### src/rtl/sparc_cond_pkg.sv
// Shared encodings for SPARC Bicc condition evaluation and next-PC selection.
package sparc_cond_pkg;

  localparam int unsigned COND_W   = 4;
  localparam int unsigned FLAGS_W  = 4;
  localparam int unsigned PC_SEL_W = 2;

  // Bicc cond field I[28:25]
  localparam logic [COND_W-1:0] COND_BN   = 4'b0000;
  localparam logic [COND_W-1:0] COND_BE   = 4'b0001;
  localparam logic [COND_W-1:0] COND_BLE  = 4'b0010;
  localparam logic [COND_W-1:0] COND_BL   = 4'b0011;
  localparam logic [COND_W-1:0] COND_BLEU = 4'b0100;
  localparam logic [COND_W-1:0] COND_BCS  = 4'b0101;
  localparam logic [COND_W-1:0] COND_BNEG = 4'b0110;
  localparam logic [COND_W-1:0] COND_BVS  = 4'b0111;
  localparam logic [COND_W-1:0] COND_BA   = 4'b1000;
  localparam logic [COND_W-1:0] COND_BNE  = 4'b1001;
  localparam logic [COND_W-1:0] COND_BG   = 4'b1010;
  localparam logic [COND_W-1:0] COND_BGE  = 4'b1011;
  localparam logic [COND_W-1:0] COND_BGU  = 4'b1100;
  localparam logic [COND_W-1:0] COND_BCC  = 4'b1101;
  localparam logic [COND_W-1:0] COND_BPOS = 4'b1110;
  localparam logic [COND_W-1:0] COND_BVC  = 4'b1111;

  typedef enum logic [PC_SEL_W-1:0] {
    PC_SEQ  = 2'b00,
    PC_TGT  = 2'b01,
    PC_JMPL = 2'b10
  } pc_sel_e;

  localparam int unsigned FLAG_N = 3;
  localparam int unsigned FLAG_Z = 2;
  localparam int unsigned FLAG_V = 1;
  localparam int unsigned FLAG_C = 0;

  typedef enum logic {
    ST_IDLE  = 1'b0,
    ST_ANNUL = 1'b1
  } annul_state_e;

endpackage

### src/rtl/cond_evaluator.sv
// Combinational Bicc condition truth from cond field and {N,Z,V,C} flags.
module cond_evaluator
  import sparc_cond_pkg::*;
(
  input  logic [COND_W-1:0]  cond,
  input  logic [FLAGS_W-1:0] flags,
  output logic               truth
);

  logic n, z, v, c;

  assign n = flags[FLAG_N];
  assign z = flags[FLAG_Z];
  assign v = flags[FLAG_V];
  assign c = flags[FLAG_C];

  always_comb begin
    truth = 1'b0;
    case (cond)
      COND_BA:   truth = 1'b1;
      COND_BN:   truth = 1'b0;
      COND_BNE:  truth = ~z;
      COND_BE:   truth = z;
      COND_BG:   truth = ~(z | (n ^ v));
      COND_BLE:  truth = z | (n ^ v);
      COND_BGE:  truth = ~(n ^ v);
      COND_BL:   truth = n ^ v;
      COND_BGU:  truth = ~(c | z);
      COND_BLEU: truth = c | z;
      COND_BCC:  truth = ~c;
      COND_BCS:  truth = c;
      COND_BPOS: truth = ~n;
      COND_BNEG: truth = n;
      COND_BVC:  truth = ~v;
      COND_BVS:  truth = v;
      default:   truth = 1'b0;
    endcase
  end

endmodule

### src/rtl/branch_resolution_unit.sv
// Resolves Bicc/call/jmpl in ID: icc register with EX bypass, next-PC select,
// and a one-slot annul FSM driving the CU nop-injection select S.
module branch_resolution_unit
  import sparc_cond_pkg::*;
(
  input  logic                clk,
  input  logic                clr,
  input  logic                LE,
  input  logic                ID_branch_instr,
  input  logic                ID_call,
  input  logic                ID_jmpl,
  input  logic [COND_W-1:0]   cond,
  input  logic                a,
  input  logic                EX_CC_Enable,
  input  logic [FLAGS_W-1:0]  EX_flags,
  output logic [PC_SEL_W-1:0] pc_sel,
  output logic                taken,
  output logic                S,
  output logic [FLAGS_W-1:0]  icc
);

  annul_state_e       state, state_nxt;
  logic [FLAGS_W-1:0] eff_flags;
  logic               cond_true;
  logic               annul;

  always_ff @(posedge clk or posedge clr) begin
    if (clr) begin
      icc <= '0;
    end else if (LE && EX_CC_Enable) begin
      icc <= EX_flags;
    end
  end

  // Bypass lets the Bicc right behind a flag-setter see its flags now.
  assign eff_flags = EX_CC_Enable ? EX_flags : icc;

  cond_evaluator u_cond_evaluator (
    .cond  (cond),
    .flags (eff_flags),
    .truth (cond_true)
  );

  always_ff @(posedge clk or posedge clr) begin
    if (clr) begin
      state <= ST_IDLE;
    end else begin
      state <= state_nxt;
    end
  end

  // Transfer priority jmpl > call > Bicc; the annulled slot is masked.
  always_comb begin
    state_nxt = state;
    pc_sel    = PC_SEQ;
    taken     = 1'b0;
    annul     = 1'b0;

    if (!clr && (state == ST_IDLE)) begin
      if (ID_jmpl) begin
        pc_sel = PC_JMPL;
        taken  = 1'b1;
      end else if (ID_call) begin
        pc_sel = PC_TGT;
        taken  = 1'b1;
      end else if (ID_branch_instr) begin
        taken  = cond_true;
        pc_sel = cond_true ? PC_TGT : PC_SEQ;
        annul  = a & ((cond == COND_BA) | ~cond_true);
      end
    end

    case (state)
      ST_IDLE:  if (LE && annul) state_nxt = ST_ANNUL;
      ST_ANNUL: if (LE) state_nxt = ST_IDLE;
      default:  state_nxt = ST_IDLE;
    endcase
  end

  assign S = (state == ST_ANNUL) && !clr;

endmodule

### config.mk
export PLATFORM = sky130hd
export DESIGN_NAME = branch_resolution_unit
export DESIGN_NICKNAME = d
export VERILOG_FILES = /design/src/rtl/sparc_cond_pkg.sv /design/src/rtl/cond_evaluator.sv /design/src/rtl/branch_resolution_unit.sv
export SDC_FILE = /design/constraint.sdc
export NUM_CORES = 1
export LEC_CHECK = 0
export CORE_AREA = 8 8 45 47
export DETAILED_ROUTE_END_ITERATION = 8
export DIE_AREA = 0 0 53 55
export GPL_TIMING_DRIVEN = 0
export HOLD_SLACK_MARGIN = 0.03
export PLACE_DENSITY = 0.73
export SETUP_SLACK_MARGIN = 0.2
export SYNTH_ARGS = -nofsm -noshare
export SYNTH_HDL_FRONTEND = slang
export SYNTH_SLANG_ARGS = --single-unit
### constraint.sdc
create_clock -name clk -period 3.8 [get_ports clk]
set_clock_uncertainty 0.2 [all_clocks]
set_input_delay 0.95 -clock clk [delete_from_list [all_inputs] [get_ports clk]]
set_output_delay 0.95 -clock clk [all_outputs]
set_load 0.05 [all_outputs]
==> results of run 1 <==
[state kept, by name, indices dropped and copies added (netlist names)]
signal  cells
state       1
icc         4
[metrics by stage]
stage          setup TNS, ns  worst slack (ns)  util, %
2_1_floorplan              0            0.2134        -
3_3_place_gp          -1.929           -0.9675    52.08
3_5_place_dp          -1.938           -0.9732    52.08
4_1_cts                    0           0.09971    59.95
5_1_grt                    0           0.05415    60.49
6_report                   0           0.08965    60.49
[synthesized netlist by cell type, types with 2 or more instances]
library cell / n / share of area [%]
nor4_1: 2 / 2.6
nor2_1: 3 / 2.4
mux2i_1: 2 / 4.2
nand2_1: 2 / 1.6
inv_1: 3 / 2.4
dfrtp_1: 5 / 26
nor3_1: 4 / 4.2
mux2_2: 6 / 14
xor2_1: 2 / 3.7
[final timing paths]
check | end | slack [ns]
max in group asynchronous | icc[2]$_DFFE_PP0P_ | 2.37
setup reg to reg | state$_DFF_PP0_ | 1.72
setup / recovery | pc_sel[0] | 0.09
hold / removal | icc[0]$_DFFE_PP0P_ | 0.35
min in group asynchronous | state$_DFF_PP0_ | 0.85
hold reg to reg | icc[0]$_DFFE_PP0P_ | 0.35
[per-layer routing]
layer  vias up  routed length, um  track usage, %
li1        248                  -               -
met1       252                547           11.20
met2         6                864           19.92
met3         2                 61           2.674
met4         0                 17           5.172
met5         -                  0               0
[cell type report]
class / count / area, um2
timing repair buffer: 26 / 251.5
clock buffer: 4 / 26.28
sequential: 5 / 125.1
fill: 138 / 546.8
tap: 16 / 20.02
buffer: 1 / 20.02
inverter: 3 / 11.26
multi-input combinational: 40 / 382.9
[what timing repair did]
action | 4_1_cts | 5_1_grt
gates resized for setup | 53 | 5
hold endpoints to repair | 0 | 0
endpoints found under the setup margin | 3 | 2
pin swaps | 9 | 5
buffers inserted | 4 | 0
gates cloned | 0 | 0
[cell families after synthesis]
kind of cell,count (synthesis),share of synthesized area [%]
compound gates,7,15.97
mux,9,21.20
buf+inv,4,4.712
flops,5,26.18
xor+xnor,3,5.498
simple gates,21,26.44
[power by group]
group / switching [mW] / internal (mW)
logic: 0.0707 / 0.0647
clock network: 0.0202 / 0.0396
registers: 0.00785 / 0.0600
[critical path, delay by kind of cell]
| kind | cells | cell delay (ns) |
|---|---|---|
| compound gates | 3 | 0.94 |
| buf+inv | 2 | 0.26 |
| mux | 1 | 0.20 |
| simple gates | 1 | 0.21 |
==> results.py, run 1 <==
metrics = {
    "routing": {
        "drc": 0,
        "firstDrtPassIters": 4,
        "drtAntennaViolNets": 0,
        "avgViaCountPerCell": 5.347,
        "vias": 508,
        "routed_wirelength_mm": 1.490,
        "wl_per_cell_um": 15.68,
        "drt_iter0_drc": 9,
    },
    "clock_tree": {
        "cts.sinks": 5,
        "cts-root-buf": "clkbuf_4",
        "ctsHoldBuffers": 0,
        "tritoncts": "yes",
        "path_clk_slew_ns": 0.04,
        "numCtsBuffers": 3,
        "cts_max_level": 1,
        "cts_buffer_depth": 2,
        "clk_latency_ns": 0.23,
    },
    "flow_run": {
        "maxCapViolations": 0,
    },
    "worst_setup_path": {
        "cp-start-kind": "primary input",
        "crit_type": "in -> out",
        "startpoint": "EX_CC_Enable",
        "r2r_start": "icc[3]$_DFFE_PP0P_",
        "cp_slowest_stage_delay_ns": 0.33,
        "slowest_stage": "o311a_1",
        "worstPathArrival_ns": 2.56,
        "cp.required_ns": 2.65,
        "end_kind": "output port",
        "crit_chain": "buf_12 -> mux2i_4 -> and3b_2 -> o311a_1 -> a211o_1 -> o31a_2 -> buf_8",
        "critPathMaxFanout": 6,
        "rr_worst_depth": 7,
    },
    "logic_synthesis": {
        "syn_nets": 65,
        "yosysSeqAreaShare_pct": 26.18,
        "ys.flop_type": "dfrtp_1",
        "ys_async_sr_fraction_pct": 100.0,
        "synth-warning-count": 0,
        "synth-seq-cells": 5,
        "syn_area_um2": 478.0,
        "syn_inst": 49,
        "synth-edff-count": 0,
        "ys_types": 29,
        "syn_avg_cell_area_um2": 9.754,
    },
    "pwr": {
        "power.density_nw_per_um2": 314.2,
        "leakage_nw": 0.3567,
        "peakVddDrop_uv": 211.8,
        "finalPower_mw": 0.2630,
    },
    "sta": {
        "fmax_mhz": 269.5,
        "post-route-period-util_pct": 97.64,
        "slew_viol_final": 0,
        "slew_headroom_pct": 66.43,
        "rsz0062_at_grt": "yes",
        "setup_viol": 0,
        "post-route-min-period_ns": 3.710,
        "worstMarginPinSlew_ns": 0.5020,
        "hold_viol_final": 0,
        "whs_ns": 0.3506,
    },
    "cells_and_area": {
        "final_area_um2": 837.1,
        "final_cell_mix": "12 x clkdlybuf4s50_1, 5 x dfrtp_1, 4 x mux2_2, 4 x buf_4",
        "instances_no_fill": 95,
        "n_antenna_cell": 0,
        "drive_gt1_share_pct": 41.77,
        "syn_to_final_growth_pct": 75.13,
        "fin_nets": 96,
        "layout_commonest_cell": "clkdlybuf4s50_1",
    },
    "worst_hold_path": {
        "hp-start": "icc[0]$_DFFE_PP0P_",
        "worstHoldPathType": "reg -> reg",
        "hold_depth": 1,
    },
    "global_route": {
        "grt_pass1_wl_mm": 2.408,
        "antenna_found_initial": 0,
        "grt_max_degree": 9,
        "grt_pass1_vias": 542,
        "gr-total-overflow": 0,
        "grtUsageTotal_pct": 10.80,
    },
    "floorplan": {
        "dieArea_um2": 2915,
        "core-area_um2": 1384,
        "start_util_pct": 34.54,
        "chipWidth_um": 53,
        "num_rows": 14,
        "die_h_um": 55,
        "io_pins": 24,
    },
    "status": {
        "status": "completed",
    },
    "placed_design": {
        "place.gp.congestion": 0.7758,
        "port_buffers": 22,
        "dpl_cell_area_um2": 720.7,
        "placed_cells": 87,
        "dpl.hpwl_mm": 1.069,
    },
}
(Power assumes the default switching activity.)
==> run 2, diff against run 1 <==
--- a/config.mk
+++ b/config.mk
@@ -6,12 +6,14 @@
 export NUM_CORES = 1
 export LEC_CHECK = 0
 export CORE_AREA = 8 8 45 47
+export CTS_CLUSTER_SIZE = 30
 export DETAILED_ROUTE_END_ITERATION = 8
 export DIE_AREA = 0 0 53 55
 export GPL_TIMING_DRIVEN = 0
 export HOLD_SLACK_MARGIN = 0.03
-export PLACE_DENSITY = 0.73
+export PLACE_DENSITY = 0.74
 export SETUP_SLACK_MARGIN = 0.2
 export SYNTH_ARGS = -nofsm -noshare
 export SYNTH_HDL_FRONTEND = slang
+export SYNTH_HIERARCHICAL = 1
 export SYNTH_SLANG_ARGS = --single-unit
==> results.py, run 2 <==
metrics = {
    "status": {
        "status": "finished, violations left",
        "violations": "negative setup slack",
    },
    "logic_synthesis": {
        "synth-seq-cells": 5,
        "ys_top_cells_by_area": "dfrtp_1 26%, mux2_4 12%, mux2_2 9.2%, mux2i_1 4.1%, inv_1 3.8%",
        "syn_area_um2": 490.5,
        "ys.flop_type": "dfrtp_1",
        "synth.top_cell.area_share_pct": 25.51,
        "yosysSeqAreaShare_pct": 25.51,
        "synth-warning-count": 6,
        "ys_async_sr_fraction_pct": 100.0,
        "syn_inst": 49,
        "syn_nets": 65,
        "syn_avg_cell_area_um2": 10.01,
        "ys_types": 27,
        "synth-edff-count": 0,
        "synth.top_cells.by_count": "5 x dfrtp_1, 5 x inv_1, 4 x mux2_2, 4 x mux2_4",
        "yosysTopAreaCell": "dfrtp_1",
    },
    "placed_design": {
        "placed_cells": 88,
        "place.gp.congestion": 0.7185,
        "dpl.hpwl_mm": 1.081,
        "dpl_cell_area_um2": 802.0,
        "port_buffers": 23,
        "place_ws_ns": -1.242,
    },
    "pwr": {
        "pwr-share-clk_pct": 21.4,
        "p_sw_share_pct": 36.41,
        "peakVddDrop_uv": 184.7,
        "combPwrFrac_pct": 54.1,
        "intPower_mw": 0.1707,
        "finalPower_mw": 0.2685,
        "power.density_nw_per_um2": 308.7,
        "p_sw_mw": 0.09775,
        "pwr-share-seq_pct": 24.5,
        "leakage_nw": 0.4033,
    },
    "global_route": {
        "grt_max_degree": 9,
        "grtUsageTotal_pct": 10.15,
        "gr-total-overflow": 0,
        "antenna_found_initial": 0,
        "grt_pass1_vias": 522,
        "grt_pass1_wl_mm": 2.228,
    },
    "worst_setup_path": {
        "crit_type": "in -> out",
        "end_kind": "output port",
        "cp_num_buf_inv": 2,
        "cp.required_ns": 2.65,
        "cp-start-kind": "primary input",
        "critPathMaxFanout": 5,
        "critPathMostFrequentCell": "a22o_1",
        "worstPathArrival_ns": 2.71,
        "cp_slowest_stage_delay_ns": 0.35,
        "reg2reg_slack_ns": 1.67,
        "crit_family": "compound AO/OA/AOI/OAI gates",
        "crit_chain": "buf_12 -> mux2_4 -> nand2b_4 -> a22o_1 -> a22o_1 -> a221o_1 -> a21oi_4 -> a211oi_4 -> buf_6",
        "slowest_stage": "a221o_1",
    },
    "cells_and_area": {
        "top_regs": "icc x4, state x1",
        "regArea_um2": 125.1,
        "fin_nets": 95,
        "layout_commonest_cell": "clkdlybuf4s50_1",
        "final_area_um2": 869.6,
        "largest_register_ffs": 4,
        "final_cell_mix": "11 x clkdlybuf4s50_1, 8 x mux2_4, 7 x dlygate4sd2_1, 5 x inv_1, 5 x dfrtp_1",
        "drive_gt1_share_pct": 38.46,
        "multi_input_area_um2": 429.2,
        "n_antenna_cell": 0,
        "regMostFlops": "icc",
        "instances_no_fill": 94,
        "fillers": 128,
        "post-route-util_pct": 62.84,
        "syn_to_final_growth_pct": 77.30,
    },
    "sta": {
        "whs_ns": 0.3371,
        "post-route-min-period_ns": 3.858,
        "hold_viol_final": 0,
        "rsz0062_at_grt": "yes",
        "fmax_mhz": 259.2,
        "setup_ws_ns": -0.05819,
        "worstMarginPinSlew_ns": 0.5148,
        "post-route-period-util_pct": 101.5,
        "setup_viol": 2,
        "slew_headroom_pct": 65.82,
        "slew_viol_final": 0,
        "setup_tns_ns": -0.07950,
    },
    "routing": {
        "routed_wirelength_mm": 1.318,
        "vias": 476,
        "wl_per_cell_um": 14.02,
        "drc": 0,
        "drtAntennaViolNets": 0,
        "firstDrtPassIters": 4,
        "drt_iter0_drc": 8,
        "avgViaCountPerCell": 5.064,
    },
    "flow_run": {
        "maxCapViolations": 0,
    },
    "clock_tree": {
        "clk_latency_ns": 0.23,
        "cts_max_level": 1,
        "tritoncts": "yes",
        "ctsHoldBuffers": 0,
        "path_clk_slew_ns": 0.04,
        "cts_buffer_depth": 2,
        "cts.sinks": 5,
        "numCtsBuffers": 3,
        "cts-root-buf": "clkbuf_4",
    },
    "floorplan": {
        "core-area_um2": 1384,
        "dieArea_um2": 2915,
        "die_h_um": 55,
        "num_rows": 14,
        "start_util_pct": 35.44,
        "chipWidth_um": 53,
        "io_pins": 24,
    },
    "worst_hold_path": {
        "worstHoldPathType": "reg -> reg",
    },
}
-- run 2: cell count changes after synthesis, moves of 2 or more --
cell	before	now
or2b_1	0	2
a22o_1	0	2
mux2_4	0	4
mux2_2	6	4
inv_1	3	5
nand2_1	2	0
nor3_1	4	1
nand2b_1	0	2
-- run 2: layout make-up --
| cell class | instances | area share [%] |
|---|---|---|
| Timing Repair Buffer | 25 | 27.48 |
| Tap cell | 16 | 2.302 |
| Buffer | 1 | 1.295 |
| Inverter | 5 | 2.158 |
| Clock buffer | 4 | 3.022 |
| Sequential cell | 5 | 14.39 |
| Multi-Input combinational cell | 38 | 49.35 |
-- run 2: kinds of logic after synthesis --
| kind of cell | share of synthesized area, % |
|---|---|
| XOR/XNOR | 7.144 |
| buffers and inverters | 6.123 |
| multiplexers | 25.51 |
| AND/OR/NAND/NOR | 15.56 |
| AO/OA/AOI/OAI | 20.15 |
| flip-flops | 25.51 |
-- run 2: repair_timing --
item	CTS	global route
pin swaps	7	6
setup buffers	2	0
gates resized for setup	43	1
setup endpoints to repair	4	2
-- run 2: power groups by stage --
| stage | Clock [mW] | Sequential, mW | Combinational [mW] |
|---|---|---|---|
| finish | 0.0574 | 0.0657 | 0.145 |
| global route | 0.0671 | 0.0664 | 0.155 |
| CTS | 0.0596 | 0.0655 | 0.145 |
| detailed placement | 0 | 0.0661 | 0.138 |
| global placement | 0 | 0.0658 | 0.137 |
| floorplan | 0 | 0.0879 | 0.0674 |
-- run 2: worst paths after layout --
path | startpoint | endpoint | cells past startpoint
max in group asynchronous | clr | icc[1]$_DFFE_PP0P_ | 2
worst max-delay path | EX_CC_Enable | taken | 9
worst min register to register | icc[1]$_DFFE_PP0P_ | icc[1]$_DFFE_PP0P_ | 1
min in group asynchronous | clr | state$_DFF_PP0_ | 2
worst min-delay path | icc[1]$_DFFE_PP0P_ | icc[1]$_DFFE_PP0P_ | 1
worst max register to register | icc[3]$_DFFE_PP0P_ | state$_DFF_PP0_ | 7
-- run 2: worst register-to-register path, stage by stage (launching register included) --
cell	delay (ns)
dfrtp_1	0.39
mux2_4	0.31
nor2b_1	0.14
a22o_1	0.18
a22o_1	0.18
a221o_1	0.35
o41a_1	0.13
o22ai_1	0.15
-- run 2: layer usage --
layer  global-route usage [%]  part of all wire, %
met1                    9.692                   41
met2                    19.14                   52
met3                    4.011                  6.6
met4                    3.879                    0
met5                        0                    0
==> run 3, diff against run 2 <==
--- a/config.mk
+++ b/config.mk
@@ -12,7 +12,9 @@
 export GPL_TIMING_DRIVEN = 0
 export HOLD_SLACK_MARGIN = 0.03
 export PLACE_DENSITY = 0.74
+export REMOVE_ABC_BUFFERS = 1
 export SETUP_SLACK_MARGIN = 0.2
+export SLEW_MARGIN = 15
 export SYNTH_ARGS = -nofsm -noshare
 export SYNTH_HDL_FRONTEND = slang
 export SYNTH_HIERARCHICAL = 1
==> results.py, run 3 (same netlist as run 2, synthesis figures left out) <==
metrics = {
    "clock_tree": {
        "clk_latency_ns": 0.24,
        "tritoncts": "yes",
        "cts_buffer_depth": 2,
        "ctsHoldBuffers": 0,
        "cts_max_level": 1,
        "numCtsBuffers": 3,
        "path_clk_slew_ns": 0.04,
        "cts-root-buf": "clkbuf_4",
        "cts.sinks": 5,
    },
    "worst_setup_path": {
        "cp_num_buf_inv": 2,
        "crit_type": "in -> out",
        "slowest_stage": "mux2_4",
        "cp-start-kind": "primary input",
        "crit_chain": "buf_12 -> mux2_4 -> nand2b_4 -> a22o_1 -> a22o_1 -> a221o_1 -> a21oi_2 -> a211oi_2 -> buf_6",
        "crit_family": "compound AO/OA/AOI/OAI gates",
        "end_kind": "output port",
        "critPathMostFrequentCell": "a22o_1",
        "cp_slowest_stage_delay_ns": 0.33,
        "cp.required_ns": 2.65,
        "critPathMaxFanout": 5,
        "worstPathArrival_ns": 2.69,
    },
    "routing": {
        "wl_per_cell_um": 15.22,
        "drc": 0,
        "drtAntennaViolNets": 0,
        "avgViaCountPerCell": 5.298,
        "vias": 498,
        "firstDrtPassIters": 2,
        "routed_wirelength_mm": 1.431,
        "drt_iter0_drc": 6,
    },
    "sta": {
        "setup_ws_ns": -0.03666,
        "post-route-min-period_ns": 3.837,
        "worstMarginPinSlew_ns": 0.5297,
        "setup_viol": 2,
        "slew_viol_final": 0,
        "post-route-period-util_pct": 101.0,
        "hold_viol_final": 0,
        "slew_headroom_pct": 64.63,
        "fmax_mhz": 260.6,
        "rsz0062_at_grt": "yes",
    },
    "status": {
        "status": "finished, violations left",
        "violations": "negative setup slack",
    },
    "cells_and_area": {
        "top_regs": "icc x4, state x1",
        "final_cell_mix": "11 x clkdlybuf4s50_1, 8 x mux2_4, 5 x inv_1, 5 x dfrtp_1, 4 x buf_4",
        "fin_nets": 95,
        "layout_commonest_cell": "clkdlybuf4s50_1",
        "post-route-util_pct": 60.58,
        "fillers": 127,
        "syn_to_final_growth_pct": 70.92,
        "largest_register_ffs": 4,
        "drive_gt1_share_pct": 38.46,
        "regMostFlops": "icc",
        "n_antenna_cell": 0,
    },
    "global_route": {
        "gr-total-overflow": 0,
        "grt_pass1_vias": 539,
        "antenna_found_initial": 0,
        "grtUsageTotal_pct": 11.40,
        "grt_pass1_wl_mm": 2.518,
        "grt_max_degree": 9,
    },
    "floorplan": {
        "core-area_um2": 1384,
        "start_util_pct": 35.44,
        "io_pins": 24,
        "num_rows": 14,
        "dieArea_um2": 2915,
        "chipWidth_um": 53,
        "die_h_um": 55,
    },
    "placed_design": {
        "dpl.hpwl_mm": 1.062,
        "place_ws_ns": -1.241,
        "port_buffers": 23,
        "place.gp.congestion": 0.7338,
    },
    "worst_hold_path": {
        "worstHoldPathType": "reg -> reg",
    },
    "pwr": {
        "power.density_nw_per_um2": 314.9,
        "peakVddDrop_uv": 111.6,
        "leakage_nw": 0.4102,
    },
    "flow_run": {
        "maxCapViolations": 0,
    },
}
## run 3: power breakdown
part / total [mW] / leakage (nW) / internal, mW / switching [mW]
sequential: 0.0658 / 0.0608 / 0.0601 / 0.00574
clock: 0.0591 / 0.0150 / 0.0396 / 0.0196
combinational: 0.139 / 0.334 / 0.0696 / 0.0694
## run 3: layout make-up
cell class	instances	area [um2]	area share, %
Clock buffer	4	26.28	3.134
Multi-Input combinational cell	38	395.4	47.16
Timing Repair Buffer	26	252.7	30.15
Sequential cell	5	125.1	14.93
Tap cell	16	20.02	2.388
Inverter	5	18.77	2.239
## run 3: final timing paths
check | start | endpoint | slack (ns) | cells past startpoint
worst max-delay path | EX_CC_Enable | taken | -0.04 | 9
worst min-delay path | icc[3]$_DFFE_PP0P_ | icc[3]$_DFFE_PP0P_ | 0.34 | 1
worst max register to register | icc[1]$_DFFE_PP0P_ | state$_DFF_PP0_ | 1.71 | 7
worst min register to register | icc[3]$_DFFE_PP0P_ | icc[3]$_DFFE_PP0P_ | 0.34 | 1
max in group asynchronous | clr | icc[1]$_DFFE_PP0P_ | 2.32 | 2
min in group asynchronous | clr | state$_DFF_PP0_ | 0.90 | 2
## run 3: metal layers
layer | global-route usage, % | wire [um] | up-vias
li1 | - | - | 243
met1 | 13.96 | 645 | 240
met2 | 18.16 | 677 | 13
met3 | 2.406 | 98 | 2
met4 | 6.466 | 10 | 0
met5 | 0 | 0 | -
## run 3: repair_timing
action	in CTS	in global routing
resized for setup	51	6
buffers inserted	2	1
setup endpoints to repair	3	2
pin swaps	9	5
## run 3: per-stage QoR
step	setup TNS (ns)	power (mW)	instance area [um2]	hold WS, ns	instances
2_1_floorplan	-1.411	0.1434	479.2	0.3813	48
3_3_place_gp	-2.347	0.1882	729.5	0.3201	87
3_5_place_dp	-2.445	0.1901	729.5	0.3278	87
4_1_cts	-0.1272	0.2607	805.8	0.3435	93
5_1_grt	-0.2540	0.2809	838.3	0.3728	94
6_report	-0.06248	0.2640	838.3	0.3423	94
